==> src/rtl/wb_regfile.sv <==
// ---------------------------------------------------------------------------
// wb_regfile
//   Writeback stage plus architectural register file. It picks the writeback
//   value from the MEM/WB outputs and commits it to x1..x31. It serves two
//   decode read ports, with write-through bypass in the same cycle. It also
//   keeps the retired-instruction counter and a registered commit record.
//
// Ports
//   clk, reset        clock (rising edge), async active-low reset
//   ALUResult_W       ALU result
//   r_Data_W          load data
//   PC_plus4_W        PC+4 of the W-stage instruction
//   instruction_W     instruction word, 0 marks a bubble
//   rd_W, regWrite_W  destination register and write enable
//   resultSrc_W       00 ALU, 01 load, 10 PC+4, 11 illegal
//   rs1_D, rs2_D      read addresses; rd1_D / rd2_D combinational read data
//   result_W          selected writeback value (combinational)
//   instret           retired-instruction count (wraps)
//   commit_valid/rd/data/pc   commit record, one cycle after the write edge
//   wb_illegal        pulse when an illegal result source is written
// ---------------------------------------------------------------------------
module wb_regfile #(
    parameter int XLEN  = 32,
    parameter int NREGS = 32,
    parameter int CNT_W = 64
) (
    input  logic             clk,
    input  logic             reset,
    input  logic [XLEN-1:0]  ALUResult_W,
    input  logic [XLEN-1:0]  r_Data_W,
    input  logic [XLEN-1:0]  PC_plus4_W,
    input  logic [31:0]      instruction_W,
    input  logic [4:0]       rd_W,
    input  logic             regWrite_W,
    input  logic [1:0]       resultSrc_W,
    input  logic [4:0]       rs1_D,
    input  logic [4:0]       rs2_D,
    output logic [XLEN-1:0]  rd1_D,
    output logic [XLEN-1:0]  rd2_D,
    output logic [XLEN-1:0]  result_W,
    output logic [CNT_W-1:0] instret,
    output logic             commit_valid,
    output logic [4:0]       commit_rd,
    output logic [XLEN-1:0]  commit_data,
    output logic [XLEN-1:0]  commit_pc,
    output logic             wb_illegal
);

    // x0 has no storage; reads of address 0 are forced to zero below.
    logic [XLEN-1:0] regs [1:NREGS-1];
    logic            we;
    logic            illegal_src;

    always_comb begin
        result_W = '0;
        case (resultSrc_W)
            2'b00:   result_W = ALUResult_W;
            2'b01:   result_W = r_Data_W;
            2'b10:   result_W = PC_plus4_W;
            default: result_W = '0;
        endcase
    end

    assign illegal_src = (resultSrc_W == 2'b11);
    assign we          = regWrite_W && (rd_W != 5'd0) && !illegal_src;

    // A read of the register being written this cycle returns the incoming
    // value, so decode never sees a stale operand.
    always_comb begin
        rd1_D = '0;
        if (rs1_D != 5'd0)
            rd1_D = (we && (rs1_D == rd_W)) ? result_W : regs[rs1_D];
    end

    always_comb begin
        rd2_D = '0;
        if (rs2_D != 5'd0)
            rd2_D = (we && (rs2_D == rd_W)) ? result_W : regs[rs2_D];
    end

    always_ff @(posedge clk or negedge reset) begin
        if (!reset) begin
            for (int i = 1; i < NREGS; i++)
                regs[i] <= '0;
        end else if (we) begin
            regs[rd_W] <= result_W;
        end
    end

    // Every non-bubble instruction retires, including stores, branches and
    // illegal-source writebacks.
    always_ff @(posedge clk or negedge reset) begin
        if (!reset) begin
            instret      <= '0;
            commit_valid <= 1'b0;
            commit_rd    <= '0;
            commit_data  <= '0;
            commit_pc    <= '0;
            wb_illegal   <= 1'b0;
        end else begin
            if (instruction_W != 32'd0)
                instret <= instret + CNT_W'(1);
            commit_valid <= we;
            wb_illegal   <= regWrite_W && illegal_src;
            if (we) begin
                commit_rd   <= rd_W;
                commit_data <= result_W;
                commit_pc   <= PC_plus4_W - XLEN'(4);
            end
        end
    end

endmodule

==> config.mk <==
export PLATFORM = sky130hd
export DESIGN_NAME = wb_regfile
export DESIGN_NICKNAME = d
export VERILOG_FILES = /design/src/rtl/wb_regfile.sv
export SDC_FILE = /design/constraint.sdc
export NUM_CORES = 2
export LEC_CHECK = 0
export ABC_AREA = 1
export ABC_CLOCK_PERIOD_IN_PS = 8400
export CORE_MARGIN = 2
export CORE_UTILIZATION = 25
export DETAILED_ROUTE_END_ITERATION = 10
export SLEW_MARGIN = 0
export SYNTH_ARGS = -nofsm -noshare
export SYNTH_HDL_FRONTEND = slang
export SYNTH_SLANG_ARGS = --single-unit
==> constraint.sdc <==
create_clock -name clk -period 8.4 [get_ports clk]
set_input_delay 2.52 -clock clk [delete_from_list [all_inputs] [get_ports clk]]
set_output_delay 2.52 -clock clk [all_outputs]
set_load 0.02 [all_outputs]
==> impl_metrics.tcl <==
set metrics [dict create \
    dp_slack_ns 0.445 \
    antenna_found_initial 16 \
    synth_cells 9421 \
    syn_area_sq_um 64800 \
    status "complete, no violations" \
    clk_pin_slew_ns 0.06 \
    fmax_mhz 124 \
    h-tree-depth 4 \
    core_sq_um 257000 \
    grt_usage 0.210 \
    cts_hold_buf 0 \
    fin_ws_ns 0.366 \
    syn_area_per_cell_sq_um 6.88 \
    final_cells 13000 \
    insertion_delay_ns 0.82 \
    clock_skew_ns 0.00833 \
    clockBufferDepth 3 \
    die_width_um 513 \
    fin_setup_tns_ns 0 \
    synth_area_leaders "dfrtp_1, nand2_1, nand3_1" \
    yosys.area.top_type "dfrtp_1" \
    maxSlewHeadroom 0.115 \
    ant_nets 0 \
    clock_sinks 1127 \
    routed_wl_mm 286 \
    grt_pass1_vias 61100 \
    cts_made_buffers 135 \
    hold_class "register to register" \
    ys.flop_type "dfrtp_1" \
    cp-start-kind "input port" \
    synth_edf_count 0 \
    cp-end-kind "output pin" \
    cp_max_fo 17 \
    syn-num-nets 9571 \
    hpwl_mm 179 \
    grt_max_degree 156 \
    synth_top_area_frac 0.435 \
    num_io_pins 379 \
    fillers 27800 \
    peakVddDrop_v 0.000242 \
    drv_slew 0 \
    drc_errors 0 \
    tightest_slew_ns 1.32 \
    setup_viol 0 \
    drt-pass1-iter-count 8 \
    dr_total_vias 66200 \
    rows 186 \
    synth-seq-cells 1127 \
    drv_cap 0 \
    nNetsFinal 9599 \
    yosysSeqAreaShare 0.435 \
    cts_root_buffer "clkbuf_16" \
    min_period_ns 8.03 \
    io_buffers 378 \
    yosys_warnings 0 \
    hold_violations 0 \
    power_mw 17.0 \
    power_density_nw_per_um2 220 \
    post_synth_num_cell_types 41 \
    drive_gt1_frac 0.0702 \
    rsz0062_at_grt "no" \
    path_class "input port to output pin" \
    min_period_over_period 0.956 \
    die_height_um 513 \
    cts_setup_buffers 0 \
    initial_utilization 0.252 \
    grt_pass1_wl_mm 420 \
    avgViaCountPerCell 5.11 \
    crit_required_ns 5.88 \
    gp_congestion 0.928 \
    power_leakage_nw 34.1 \
    placed_cells 12700 \
    cts-resized-gates 0 \
    drt_iter0_drc 8222 \
    critPathArrivalTime_ns 5.51 \
    overflow 0 \
    synthArstFlopShare 1.00 \
    synth_most_common_cell "nand2_1" \
    area_growth_pct 19.4 \
    synth_commonest_cells "nand2_1, nand3_1, dfrtp_1, o21ai_0, inv_1" \
    die-area_sq_um 263000 \
    wl_per_cell_um 22.1 \
    cts_tree "built" \
    r2r_setup_slack_ns 6.11 \
]
[registers in the layout (all words and copies together) (netlist names)]
| signal | flops |
|---|---|
| regs | 992 |
| instret | 64 |
| commit_data | 32 |
| commit_pc | 32 |
| commit_rd | 5 |
| commit_valid | 1 |
| wb_illegal | 1 |
[worst max-delay path, stage by stage]
cell and delay, ns:
clkdlybuf4s50_1 0.82, inv_2 0.10, nand2_1 0.08, nand4_1 0.21
nor3_1 0.21, nand3b_1 0.13, buf_4 0.29, nand3_1 0.13
nand2_1 0.26, inv_1 0.13, clkdlybuf4s50_1 0.61
[per-layer routing]
layer,GRT usage,share of wire,vias up
met5,0,0.00011,-
met1,0.262,0.39,31100
met3,0.0450,0.096,857
met4,0.129,0.068,4
met2,0.333,0.45,3745
li1,-,-,30500
[stage by stage]
stage / util / hold slack [ns] / area, sq um
5_1_grt: 0.301 / 0.509 / 77400
2_1_floorplan: - / 0.453 / 64800
3_5_place_dp: 0.283 / 0.463 / 72800
3_3_place_gp: 0.283 / 0.464 / 72800
4_1_cts: 0.301 / 0.488 / 77400
6_report: 0.301 / 0.484 / 77400
[area by class of cell]
class	count	area, sq um	share of cell area
Clock inverter	52	574	0.00742
Sequential cell	1127	28200	0.364
Antenna cell	8	20.0	0.000259
Tap cell	3384	4230	0.0547
Clock buffer	198	4040	0.0522
Timing Repair Buffer	621	6480	0.0837
Inverter	660	2520	0.0325
Multi-Input combinational cell	6904	31300	0.405
[final timing paths]
check,startpoint,end,cells past startpoint
min reg2reg,commit_rd[2],commit_rd[2],2
max,rd_W[0],rd1_D[0],11
max in group asynchronous,reset,regs[475],3
min,commit_rd[2],commit_rd[2],2
min in group asynchronous,reset,instret[1],1
max reg2reg,instret[0],instret[48],10
[report_power, final]
part	switching [mW]	internal, mW
clock	2.63	3.55
sequential	0.716	6.42
combinational	2.37	1.36
total	5.72	11.3
[cells by family after synthesis]
family	Yosys count	synth area share
DFF	1127	0.435
and+or+nand+nor	5566	0.364
xor gates and xnor gates	58	0.00784
adders and majority gates	2	0.000386
AOI/OAI and AO/OA	1278	0.107
buffers and inverters	1390	0.0864
[cells in the final DEF, fill, tap and decap left out, drive strengths merged, types with 15 or more instances in the layout]
| cell | count |
|---|---|
| a21oi | 390 |
| nand3 | 1698 |
| inv | 660 |
| nand2 | 3155 |
| or2 | 15 |
| o21ai | 789 |
| xnor2 | 24 |
| clkinv | 44 |
| buf | 288 |
| clkbuf | 198 |
| clkdlybuf4s50 | 333 |
| o21a | 63 |
| nor3 | 16 |
| nand4 | 106 |
| nor2 | 564 |
| dfrtp | 1127 |
| xor2 | 34 |
Power figures use the tool's default switching activity.
